File: config.mk
export PLATFORM = sky130hd
export DESIGN_NAME = spi_regbank
export DESIGN_NICKNAME = d
export VERILOG_FILES = /design/src/rtl/spi_regbank_pkg.sv /design/src/rtl/spi_sync.sv /design/src/rtl/spi_regbank.sv
export SDC_FILE = /design/constraint.sdc
export NUM_CORES = 1
export LEC_CHECK = 0
export BUFFER_PORTS_ARGS = -buffer_cell sky130_fd_sc_hd__buf_4
export CAP_MARGIN = 20
export CORE_ASPECT_RATIO = 0.8
export CORE_MARGIN = 5
export CORE_UTILIZATION = 58
export DETAILED_ROUTE_END_ITERATION = 10
export PLACE_DENSITY_LB_ADDON = 0.05
export RECOVER_POWER = 100
export SYNTH_ARGS = -nofsm -noshare
export SYNTH_HDL_FRONTEND = slang
export SYNTH_SLANG_ARGS = --single-unit
File: constraint.sdc
create_clock -name clk -period 2.57 [get_ports clk]
set_input_delay 0.771 -clock clk [delete_from_list [all_inputs] [get_ports clk]]
set_output_delay 0.771 -clock clk [all_outputs]
set_load 0.01 [all_outputs]
File: src/rtl/spi_regbank_pkg.sv
`default_nettype none
// ---------------------------------------------------------------------------
// spi_regbank_pkg : shared types and helpers for the SPI register bank
// Rev 1.0
// ---------------------------------------------------------------------------
package spi_regbank_pkg;

  typedef enum logic [2:0] {
    IDLE = 3'd0,
    CMD  = 3'd1,
    ADDR = 3'd2,
    DATA = 3'd3,
    HOLD = 3'd4
  } state_e;

  function automatic int cnt_w(input int n);
    return $clog2(n + 1);
  endfunction

endpackage
`default_nettype wire

File: src/rtl/spi_sync.sv
`default_nettype none
// ---------------------------------------------------------------------------
// spi_sync : 2-FF synchroniser with edge detection against a third flop
// Rev 1.0
// ---------------------------------------------------------------------------
module spi_sync #(
  parameter logic RST_VAL = 1'b0
) (
  input  logic clk,
  input  logic rst_n,
  input  logic d,
  output logic level,
  output logic rise,
  output logic fall
);

  logic meta_q, meta_d;
  logic sync_q, sync_d;
  logic prev_q, prev_d;

  always_comb begin
    meta_d = d;
    sync_d = meta_q;
    prev_d = sync_q;
  end

  always_ff @(posedge clk or negedge rst_n) begin
    if (!rst_n) begin
      meta_q <= RST_VAL;
      sync_q <= RST_VAL;
      prev_q <= RST_VAL;
    end else begin
      meta_q <= meta_d;
      sync_q <= sync_d;
      prev_q <= prev_d;
    end
  end

  assign level = sync_q;
  assign rise  = sync_q & ~prev_q;
  assign fall  = ~sync_q & prev_q;

endmodule
`default_nettype wire

File: src/rtl/spi_regbank.sv
`default_nettype none
// ---------------------------------------------------------------------------
// spi_regbank : SPI mode-0 target exposing NUM_REGS read/write registers
// Rev 1.0
// ---------------------------------------------------------------------------
module spi_regbank
  import spi_regbank_pkg::*;
#(
  parameter int NUM_REGS = 5,
  parameter int DATA_W   = 8,
  parameter int ADDR_W   = 7
) (
  input  logic                         clk,
  input  logic                         rst_n,
  input  logic                         sclk,
  input  logic                         copi,
  input  logic                         ncs,
  output logic                         cipo,
  output logic                         cipo_oe,
  output logic [NUM_REGS*DATA_W-1:0]   reg_q,
  output logic [NUM_REGS-1:0]          wr_stb
);

  localparam int MAX_W = (ADDR_W > DATA_W) ? ADDR_W : DATA_W;
  localparam int SH_W  = MAX_W + 1;
  localparam int CNT_W = cnt_w(MAX_W);
  localparam int AW1   = ADDR_W + 1;

  logic sclk_lvl_unused, sclk_rise, sclk_fall;
  logic copi_lvl, copi_rise_unused, copi_fall_unused;
  logic ncs_lvl, ncs_rise, ncs_fall_unused;

  spi_sync #(.RST_VAL(1'b0)) u_sync_sclk (
    .clk(clk), .rst_n(rst_n), .d(sclk),
    .level(sclk_lvl_unused), .rise(sclk_rise), .fall(sclk_fall)
  );
  spi_sync #(.RST_VAL(1'b0)) u_sync_copi (
    .clk(clk), .rst_n(rst_n), .d(copi),
    .level(copi_lvl), .rise(copi_rise_unused), .fall(copi_fall_unused)
  );
  // ncs idles high so a chip select held low across reset still opens a frame
  spi_sync #(.RST_VAL(1'b1)) u_sync_ncs (
    .clk(clk), .rst_n(rst_n), .d(ncs),
    .level(ncs_lvl), .rise(ncs_rise), .fall(ncs_fall_unused)
  );

  state_e              state_q, state_d;
  logic [CNT_W-1:0]    bit_cnt_q, bit_cnt_d;
  logic [CNT_W-1:0]    out_cnt_q, out_cnt_d;
  logic [SH_W-1:0]     shin_q, shin_d;
  logic [DATA_W-1:0]   shout_q, shout_d;
  logic [ADDR_W-1:0]   addr_q, addr_d;
  logic                rw_q, rw_d;
  logic                addr_ok_q, addr_ok_d;
  logic                overrun_q, overrun_d;
  logic                load_pend_q, load_pend_d;
  logic                cipo_q, cipo_d;
  logic                cipo_oe_q, cipo_oe_d;
  logic [DATA_W-1:0]   regs_q [NUM_REGS];
  logic [DATA_W-1:0]   regs_d [NUM_REGS];
  logic [NUM_REGS-1:0] wr_stb_q, wr_stb_d;

  logic [SH_W-1:0]     shin_next;
  logic [ADDR_W-1:0]   addr_next;
  logic [DATA_W-1:0]   rd_data;
  logic                commit;

  assign shin_next = {shin_q[SH_W-2:0], copi_lvl};
  assign addr_next = shin_next[ADDR_W-1:0];
  assign commit    = ncs_rise && (state_q == HOLD) && !overrun_q && rw_q && addr_ok_q;

  always_comb begin
    rd_data = '0;
    for (int i = 0; i < NUM_REGS; i++) begin
      if (addr_ok_q && (addr_q == ADDR_W'(i))) rd_data = regs_q[i];
    end
  end

  always_comb begin
    state_d     = state_q;
    bit_cnt_d   = bit_cnt_q;
    out_cnt_d   = out_cnt_q;
    shin_d      = shin_q;
    shout_d     = shout_q;
    addr_d      = addr_q;
    rw_d        = rw_q;
    addr_ok_d   = addr_ok_q;
    overrun_d   = overrun_q;
    load_pend_d = load_pend_q;
    cipo_d      = cipo_q;
    cipo_oe_d   = ~ncs_lvl;
    regs_d      = regs_q;
    wr_stb_d    = '0;

    // A chip-select release outranks any sclk edge seen in the same cycle
    if (ncs_rise) begin
      state_d     = IDLE;
      load_pend_d = 1'b0;
      out_cnt_d   = '0;
      cipo_d      = 1'b0;
      for (int i = 0; i < NUM_REGS; i++) begin
        if (commit && (addr_q == ADDR_W'(i))) begin
          regs_d[i]   = shin_q[DATA_W-1:0];
          wr_stb_d[i] = 1'b1;
        end
      end
    end else begin
      case (state_q)
        IDLE: begin
          if (!ncs_lvl) begin
            bit_cnt_d   = '0;
            shin_d      = '0;
            rw_d        = 1'b0;
            addr_ok_d   = 1'b0;
            overrun_d   = 1'b0;
            load_pend_d = 1'b0;
            out_cnt_d   = '0;
            cipo_d      = 1'b0;
            state_d     = CMD;
          end
        end
        CMD: begin
          if (sclk_rise) begin
            rw_d    = copi_lvl;
            state_d = ADDR;
          end
        end
        ADDR: begin
          if (sclk_rise) begin
            shin_d    = shin_next;
            bit_cnt_d = bit_cnt_q + CNT_W'(1);
            if (bit_cnt_q == CNT_W'(ADDR_W - 1)) begin
              addr_d      = addr_next;
              addr_ok_d   = ({1'b0, addr_next} < AW1'(NUM_REGS));
              bit_cnt_d   = '0;
              load_pend_d = 1'b1;
              state_d     = DATA;
            end
          end
        end
        DATA: begin
          if (sclk_rise) begin
            shin_d    = shin_next;
            bit_cnt_d = bit_cnt_q + CNT_W'(1);
            if (bit_cnt_q == CNT_W'(DATA_W - 1)) state_d = HOLD;
          end
        end
        HOLD: begin
          if (sclk_rise) overrun_d = 1'b1;
        end
        default: state_d = IDLE;
      endcase

      // Read-out runs alongside the receive path, starting on the first fall after the address
      if (sclk_fall && (state_q != IDLE)) begin
        if (load_pend_q) begin
          cipo_d      = rd_data[DATA_W-1];
          shout_d     = rd_data << 1;
          out_cnt_d   = CNT_W'(DATA_W - 1);
          load_pend_d = 1'b0;
        end else if (out_cnt_q != '0) begin
          cipo_d    = shout_q[DATA_W-1];
          shout_d   = shout_q << 1;
          out_cnt_d = out_cnt_q - CNT_W'(1);
        end else begin
          cipo_d = 1'b0;
        end
      end
    end
  end

  always_ff @(posedge clk or negedge rst_n) begin
    if (!rst_n) begin
      state_q     <= IDLE;
      bit_cnt_q   <= '0;
      out_cnt_q   <= '0;
      shin_q      <= '0;
      shout_q     <= '0;
      addr_q      <= '0;
      rw_q        <= 1'b0;
      addr_ok_q   <= 1'b0;
      overrun_q   <= 1'b0;
      load_pend_q <= 1'b0;
      cipo_q      <= 1'b0;
      cipo_oe_q   <= 1'b0;
      wr_stb_q    <= '0;
      for (int i = 0; i < NUM_REGS; i++) regs_q[i] <= '0;
    end else begin
      state_q     <= state_d;
      bit_cnt_q   <= bit_cnt_d;
      out_cnt_q   <= out_cnt_d;
      shin_q      <= shin_d;
      shout_q     <= shout_d;
      addr_q      <= addr_d;
      rw_q        <= rw_d;
      addr_ok_q   <= addr_ok_d;
      overrun_q   <= overrun_d;
      load_pend_q <= load_pend_d;
      cipo_q      <= cipo_d;
      cipo_oe_q   <= cipo_oe_d;
      wr_stb_q    <= wr_stb_d;
      regs_q      <= regs_d;
    end
  end

  generate
    for (genvar gi = 0; gi < NUM_REGS; gi++) begin : g_regs
      assign reg_q[gi*DATA_W +: DATA_W] = regs_q[gi];
    end
  endgenerate

  assign cipo    = cipo_q;
  assign cipo_oe = cipo_oe_q;
  assign wr_stb  = wr_stb_q;

endmodule
`default_nettype wire

==> qor.yml, run 1 <==
sta:
  setup_viol: 0
  slew_headroom: -0.0595
  clock_skew_ns: 0.0107
  finalHoldViolCount: 0
  fin_crit_sh: 0.902
  rsz0062_at_grt: "no"
  fmax_mhz: 431
  tightest_slew_ns: 1.59
  slew_violations: 27
  setup-tns-final_ns: 0
  final.min_clock_period_ns: 2.32
grt:
  grt_max_degree: 47
  grt_pass1_wl_um: 16200
  grt_pass1_vias: 3085
  antenna_found_initial: 0
  globalRoute.totalOverflow: 0
  grt_use_total: 0.227
placement:
  placed_cell_area_um2: 4690
  port_buffers: 51
  place.gp.congestion: 0.955
  hpwlAfterDp_um: 6890
logic_synthesis:
  ys_async_sr_fraction: 1.00
  netlist_area_um2: 4220
  postSynthAreaPerCell_um2: 11.4
  yosys.area.top_type_share: 0.528
  synth_seq_area_share: 0.547
  synth_nets: 378
  yosys-top-cells-count: "89 x dfrtp_1, 47 x mux2_2, 30 x nand2_1"
  synthDistinctLibCells: 51
  yosysTopAreaCell: "dfrtp_1"
  ys_ff_latch: 92
  yosys-top-cells-area: "dfrtp_1 53%, mux2_2 13%, nand2_1 2.7%"
  synth_edf_count: 0
  synth_most_common_cell: "dfrtp_1"
  ys.warnings.count: 0
  ys.flop_type: "dfrtp_1"
  syn_inst: 370
clock_tree:
  insertion_delay_ns: 0.36
  cts_setup_buffers: 0
  cts_resized: 0
  cts_buffers: 9
  cts.sinks: 92
  cts_buffer_depth: 2
  ctsHoldBuffers: 0
  cts_tree: "yes"
  clkSlewWorstSetupHoldPaths_ns: 0.09
  cts_max_level: 3
  cts-root-buf: "clkbuf_8"
critical_path:
  crit_arrival_ns: 2.57
  cp_max_fo: 8
  end_kind: "flip-flop"
  crit_path_start_kind: "flip-flop"
  worst-setup-path-type: "reg2reg"
  required_ns: 2.82
die:
  core_um2: 6990
  num_rows: 27
  die_area_um2: 9090
  die_width_um: 105
  initial_core_util: 0.603
  die_h_um: 86.3
  ios: 52
drt:
  vias: 3054
  drc: 0
  ant_nets: 0
  drt_iter0_markers: 145
  via_per_inst: 5.98
  routedWlPerCell_um: 19.1
  wl_um: 9780
  drt_pass1_iterations: 4
layout:
  fin_area_um2: 4670
  drive_above_1_share: 0.196
  fillers: 587
  syn_to_final_growth_pct: 10.7
  num-nets-final: 427
  antenna_cells: 0
power_and_ir_drop:
  peakVddDrop_v: 0.000397
  power.density_nw_per_um2: 575
  p_leak_nw: 2.05
outcome:
  violations: "max-capacitance violations, max-slew violations"
  status: "complete, but fails checks"
min_path:
  min-delay-path-class: "reg2reg"
run:
  cap_viol_max_count: 1
[worst max-delay path, cell delays in order (launching register included)]
cell and delay, ns:
dfstp_2 0.59, and4bb_2 0.24, nand4_1 0.19, or2_0 0.36
nor3b_4 0.43, mux2_2 0.40
[power by group]
| part | leakage, nW | switching [mW] | internal [mW] |
|---|---|---|---|
| Clock | 0.0855 | 0.511 | 0.380 |
| Combinational | 0.710 | 0.161 | 0.0782 |
| Sequential | 1.25 | 0.0579 | 1.49 |
[sequential cells by signal, indices dropped and copies added, names as in the netlist, 3 cells and up]
| signal | cells |
|---|---|
| out_cnt_q | 4 |
| reg_q | 40 |
| bit_cnt_q | 4 |
| shout_q | 7 |
| shin_q | 8 |
| addr_q | 7 |
| state_q | 3 |
| wr_stb | 5 |
[metrics by stage]
step                hold WS, ns  total power [mW]   util  setup slack [ns]  instances
finish                    0.359              2.68  0.667             0.252        511
global route              0.372              2.81  0.667            0.0771        511
CTS                       0.326              2.71  0.697             0.212        511
detailed placement        0.340              1.83  0.671             0.255        495
global placement          0.332              1.82  0.671             0.326        495
floorplan                 0.331              1.73      -             0.508        370
[path summary, 6_finish.rpt]
kind	from	endpoint	slack, ns	cells after the start
setup / recovery	u_sync_ncs.level$_DFF_PN1_	reg_q[23]$_DFFE_PN0P_	0.25	5
hold / removal	u_sync_sclk.meta_q$_DFF_PN0_	u_sync_sclk.level$_DFF_PN0_	0.36	0
setup reg to reg	u_sync_ncs.level$_DFF_PN1_	reg_q[23]$_DFFE_PN0P_	0.25	5
hold reg to reg	u_sync_sclk.meta_q$_DFF_PN0_	u_sync_sclk.level$_DFF_PN0_	0.36	0
max in group asynchronous	rst_n	reg_q[13]$_DFFE_PN0P_	0.53	2
min in group asynchronous	rst_n	reg_q[2]$_DFFE_PN0P_	0.80	1
[cell usage in the layout, fill, tap and decap left out, types with 3 or more instances in the layout]
cell type and instances:
dfrtp_1 89, clkbuf_1 52, mux2_2 47, nand2_1 30, a21oi_1 22, nor2_1 21, o21ai_0 16, nor3_1 16
clkbuf_8 10, mux2i_1 9, nand3_1 8, a22o_1 8, inv_1 7, o22ai_1 7, o2bb2ai_1 6, nor2b_1 5
nand2b_1 4, buf_4 4, or4_1 3, nand3b_1 3, o31ai_1 3, a31oi_1 3, nor3b_1 3, nand4_1 3
ha_1 3, clkbuf_4 3
[routing by layer]
layer / part of all wire / GRT usage / wire length (um)
met2: 0.46 / 0.355 / 4520
met4: 0.010 / 0.0584 / 101
met3: 0.058 / 0.0566 / 564
met1: 0.47 / 0.322 / 4600
met5: 0 / 0 / 0
[cell type report]
class	instances	area [um^2]	area share
clock inverter	5	37.5	0.00805
inverter	8	30.0	0.00644
sequential	92	2310	0.494
multi-input combinational	248	1770	0.380
timing repair buffer	60	269	0.0577
clock buffer	11	141	0.0303
tap	87	109	0.0233
[kinds of logic after synthesis]
family / synth area share
buffers and inverters: 0.0300
AND/OR/NAND/NOR: 0.148
AO/OA/AOI/OAI: 0.114
multiplexers: 0.152
adder cells (fa/ha/maj): 0.00890
flip-flops: 0.547
Note: power is estimated with default switching activity, not from simulation.
==> run 2, diff against run 1 <==
Settings changed: SETUP_SLACK_MARGIN from default to 0.3.
==> qor.yml, run 2 (same netlist as run 1, synthesis figures left out) <==
critical_path:
  cpMaxStageDelayCell: "nor4_2"
  worst-setup-path-type: "reg2reg"
  cp_max_fo: 7
  crit_arrival_ns: 2.55
  end_kind: "flip-flop"
  required_ns: 2.82
  path_buf_inv: 1
  crit_family: "simple AND/OR/NAND/NOR gates"
  crit_chain: "inv_1 -> ha_1 -> nand3b_1 -> or3_1 -> nor4_2 -> mux2_2"
  critical_path.max_stage_delay_ns: 0.66
  crit_path_start_kind: "flip-flop"
sta:
  clock_skew_ns: 0.00921
  hold_slack_ns: 0.359
  setup-tns-final_ns: 0
  finalHoldViolCount: 0
  setup_viol: 0
  rsz0062_at_grt: "yes"
  final.min_clock_period_ns: 2.30
  fin_crit_sh: 0.896
  slew_headroom: -0.0650
  tightest_slew_ns: 1.60
  slew_violations: 27
  fmax_mhz: 434
placement:
  place.gp.congestion: 0.955
  hpwlAfterDp_um: 6890
  port_buffers: 51
grt:
  grt_use_total: 0.229
  antenna_found_initial: 0
  grt_max_degree: 47
  globalRoute.totalOverflow: 0
  grt_pass1_vias: 3104
  grt_pass1_wl_um: 16300
layout:
  syn_to_final_growth_pct: 11.9
  num-nets-final: 431
  largest_reg_flops: 40
  drive_above_1_share: 0.206
  layout_commonest_cell: "dfrtp_1"
  final_cell_mix: "89 x dfrtp_1, 51 x clkbuf_1, 47 x mux2_2"
  antenna_cells: 0
  fillers: 580
clock_tree:
  cts_buffer_depth: 2
  ctsHoldBuffers: 0
  cts_tree: "yes"
  cts_buffers: 9
  cts-root-buf: "clkbuf_8"
  cts.sinks: 92
  clkSlewWorstSetupHoldPaths_ns: 0.09
  insertion_delay_ns: 0.36
  cts_max_level: 3
power_and_ir_drop:
  power_mw: 2.68
  p_leak_nw: 2.07
  power.density_nw_per_um2: 568
  peakVddDrop_v: 0.000395
die:
  ios: 52
  die_width_um: 105
  die_area_um2: 9090
  die_h_um: 86.3
  initial_core_util: 0.603
  core_um2: 6990
  num_rows: 27
run:
  cap_viol_max_count: 1
drt:
  vias: 3062
  via_per_inst: 5.95
  drt_iter0_markers: 128
  drc: 0
  routedWlPerCell_um: 19.1
  ant_nets: 0
  drt_pass1_iterations: 4
  wl_um: 9850
outcome:
  status: "complete, but fails checks"
  violations: "max-capacitance violations, max-slew violations"
min_path:
  min-delay-path-class: "reg2reg"
==> run 2: repair_timing <==
item,in CTS,in global routing
setup buffers,1,3
endpoints found under the setup margin,16,30
pin swaps,1,4
gates resized for setup,1,1
==> run 2: worst paths after layout <==
| check | slack (ns) | endpoint | depth (start not counted) | from |
|---|---|---|---|---|
| min reg2reg | 0.36 | u_sync_sclk.level$_DFF_PN0_ | 0 | u_sync_sclk.meta_q$_DFF_PN0_ |
| min in group asynchronous | 0.80 | reg_q[2]$_DFFE_PN0P_ | 1 | rst_n |
| max reg2reg | 0.27 | addr_q[0]$_DFFE_PN0P_ | 6 | bit_cnt_q[0]$_DFFE_PN0P_ |
| max in group asynchronous | 0.73 | reg_q[13]$_DFFE_PN0P_ | 2 | rst_n |
| max | 0.27 | addr_q[0]$_DFFE_PN0P_ | 6 | bit_cnt_q[0]$_DFFE_PN0P_ |
| min | 0.36 | u_sync_sclk.level$_DFF_PN0_ | 0 | u_sync_sclk.meta_q$_DFF_PN0_ |
==> run 2: cell type report <==
class / count / area (um^2) / area share
tap: 87 / 109 / 0.0231
inverter: 8 / 30.0 / 0.00637
clock inverter: 5 / 37.5 / 0.00796
clock buffer: 11 / 141 / 0.0300
timing repair buffer: 64 / 318 / 0.0674
multi-input combinational: 248 / 1780 / 0.376
sequential: 92 / 2310 / 0.489
==> run 2: metal layers <==
metal	global-route usage	part of all wire	vias to the layer above
li1	-	-	1437
met1	0.320	0.47	1535
met2	0.355	0.46	75
met3	0.0618	0.054	15
met4	0.0608	0.013	0
met5	0	0	-
==> run 2: metrics by stage <==
stage          cells  cell area, um^2   util  worst slack [ns]
4_1_cts          512             4900  0.700             0.293
3_5_place_dp     495             4690  0.671             0.255
2_1_floorplan    370             4220      -             0.508
5_1_grt          515             4720  0.675             0.176
6_report         515             4720  0.675             0.268
3_3_place_gp     495             4690  0.671             0.326
==> run 2: power breakdown <==
part,switching (mW),internal (mW)
combinational,0.162,0.0818
sequential,0.0576,1.49
clock,0.505,0.380
==> run 3, diff against run 2 <==
Settings changed: PLACE_DENSITY from default to 0.8, PLACE_DENSITY_LB_ADDON 0.05 to default.
==> qor.yml, run 3 (same netlist as run 1, synthesis figures left out) <==
critical_path:
  r2r-start: "u_sync_ncs.level$_DFF_PN1_"
  ff2ff_path_depth: 6
  crit_path_start_kind: "flip-flop"
  cp_max_fo: 23
  crit_arrival_ns: 2.56
  end_kind: "flip-flop"
  required_ns: 2.83
  crit_path_end: "bit_cnt_q[0]$_DFFE_PN0P_"
  worst-setup-path-type: "reg2reg"
  cp-startpoint: "u_sync_ncs.level$_DFF_PN1_"
  reg2reg_to: "bit_cnt_q[0]$_DFFE_PN0P_"
  rrSetupSlack_ns: 0.27
sta:
  tightest_slew_ns: 1.64
  rsz0062_at_grt: "yes"
  setup-tns-final_ns: 0
  finalHoldViolCount: 0
  setup_viol: 0
  fin_crit_sh: 0.895
  fmax_mhz: 435
  final.min_clock_period_ns: 2.30
  slew_violations: 30
  clock_skew_ns: 0.0117
  slew_headroom: -0.0942
power_and_ir_drop:
  p_sw_frac: 0.271
  p_leak_nw: 2.07
  p_int_mw: 2.03
  p_sw_mw: 0.757
  peakVddDrop_v: 0.000407
  p_clk_frac: 0.355
  combPwrFrac: 0.088
  power.density_nw_per_um2: 591
  p_seq_frac: 0.556
drt:
  ant_nets: 0
  wl_um: 9900
  routedWlPerCell_um: 19.3
  drc: 0
  vias: 3134
  drt_iter0_markers: 147
  drt_pass1_iterations: 4
  via_per_inst: 6.10
placement:
  place.gp.congestion: 0.857
  dp_cells: 495
  hpwlAfterDp_um: 6820
  port_buffers: 51
  placed_cell_area_um2: 4690
layout:
  drive_above_1_share: 0.199
  syn_to_final_growth_pct: 11.9
  stdcell_count: 514
  num-nets-final: 430
  final_cell_mix: "89 x dfrtp_1, 52 x clkbuf_1, 47 x mux2_2"
  layout_commonest_cell: "dfrtp_1"
  fillers: 597
  fin_area_um2: 4720
  largest_reg_flops: 40
  antenna_cells: 0
clock_tree:
  clkSlewWorstSetupHoldPaths_ns: 0.09
  cts_buffer_depth: 2
  cts_buffers: 9
  cts.sinks: 92
  insertion_delay_ns: 0.37
  cts_max_level: 3
  cts_tree: "yes"
  cts-root-buf: "clkbuf_8"
run:
  cap_viol_max_count: 1
min_path:
  min-delay-path-class: "reg2reg"
  whs_path_depth: 0
grt:
  grt_pass1_wl_um: 16600
  globalRoute.totalOverflow: 0
  grt_max_degree: 49
  grt_pass1_vias: 3148
  grt_use_total: 0.233
  antenna_found_initial: 0
outcome:
  violations: "max-capacitance violations, max-slew violations"
  status: "complete, but fails checks"
die:
  die_width_um: 105
  num_rows: 27
  core_um2: 6990
  die_area_um2: 9090
  ios: 52
  initial_core_util: 0.603
  die_h_um: 86.3
## run 3: metrics by stage
stage | util | total power, mW | hold slack (ns) | setup slack (ns)
floorplan | - | 1.73 | 0.331 | 0.508
global placement | 0.671 | 1.82 | 0.332 | 0.345
detailed placement | 0.671 | 1.83 | 0.336 | 0.285
CTS | 0.702 | 2.81 | 0.327 | 0.334
global route | 0.675 | 2.92 | 0.357 | 0.178
finish | 0.675 | 2.79 | 0.350 | 0.270
## run 3: worst min path at each step
stage / from / endpoint / slack [ns]
global route: u_sync_sclk.meta_q$_DFF_PN0_ / u_sync_sclk.level$_DFF_PN0_ / 0.36
floorplan: u_sync_copi.meta_q$_DFF_PN0_ / u_sync_copi.level$_DFF_PN0_ / 0.33
detailed placement: u_sync_sclk.meta_q$_DFF_PN0_ / u_sync_sclk.level$_DFF_PN0_ / 0.34
finish: u_sync_sclk.meta_q$_DFF_PN0_ / u_sync_sclk.level$_DFF_PN0_ / 0.35
CTS: rst_n / reg_q[38]$_DFFE_PN0P_ / 0.33
global placement: u_sync_copi.meta_q$_DFF_PN0_ / u_sync_copi.level$_DFF_PN0_ / 0.33
## run 3: final cells by class
cell class	count	area, um^2	share of cell area
sequential	92	2310	0.489
clock buffer	10	128	0.0270
inverter	8	30.0	0.00636
multi-input combinational	248	1780	0.378
clock inverter	6	72.6	0.0154
timing repair buffer	63	292	0.0618
tap	87	109	0.0231
## run 3: timing repair
| item | CTS | global route |
|---|---|---|
| hold buffers | 0 | 0 |
| hold endpoints to repair | 0 | 0 |
| pin swaps | 1 | 1 |
| setup buffers | 2 | 1 |
| resized for setup | 1 | 1 |
| endpoints found under the setup margin | 14 | 10 |
## run 3: metal layers
layer	vias to the layer above	GRT usage	wire length, um
met1	1579	0.339	4610
met4	0	0.0703	153
met2	98	0.349	4570
met3	14	0.0573	569
met5	-	0	0
li1	1443	-	-
## run 3: power groups by stage
stage / Sequential [mW] / Clock, mW / Combinational [mW]
final: 1.55 / 0.992 / 0.247
after global routing: 1.56 / 1.08 / 0.280
after CTS: 1.55 / 0.998 / 0.257
after detailed placement: 1.58 / 0 / 0.253
after global placement: 1.58 / 0 / 0.246
after floorplan: 1.56 / 0 / 0.174
## run 3: worst max-delay path, cell delays in order (launching register included)
cell and delay (ns):
dfstp_1 0.65, nor2b_1 0.68, o32a_1 0.25, or2_0 0.14, buf_4 0.24, nor3_1 0.07
a21o_1 0.16
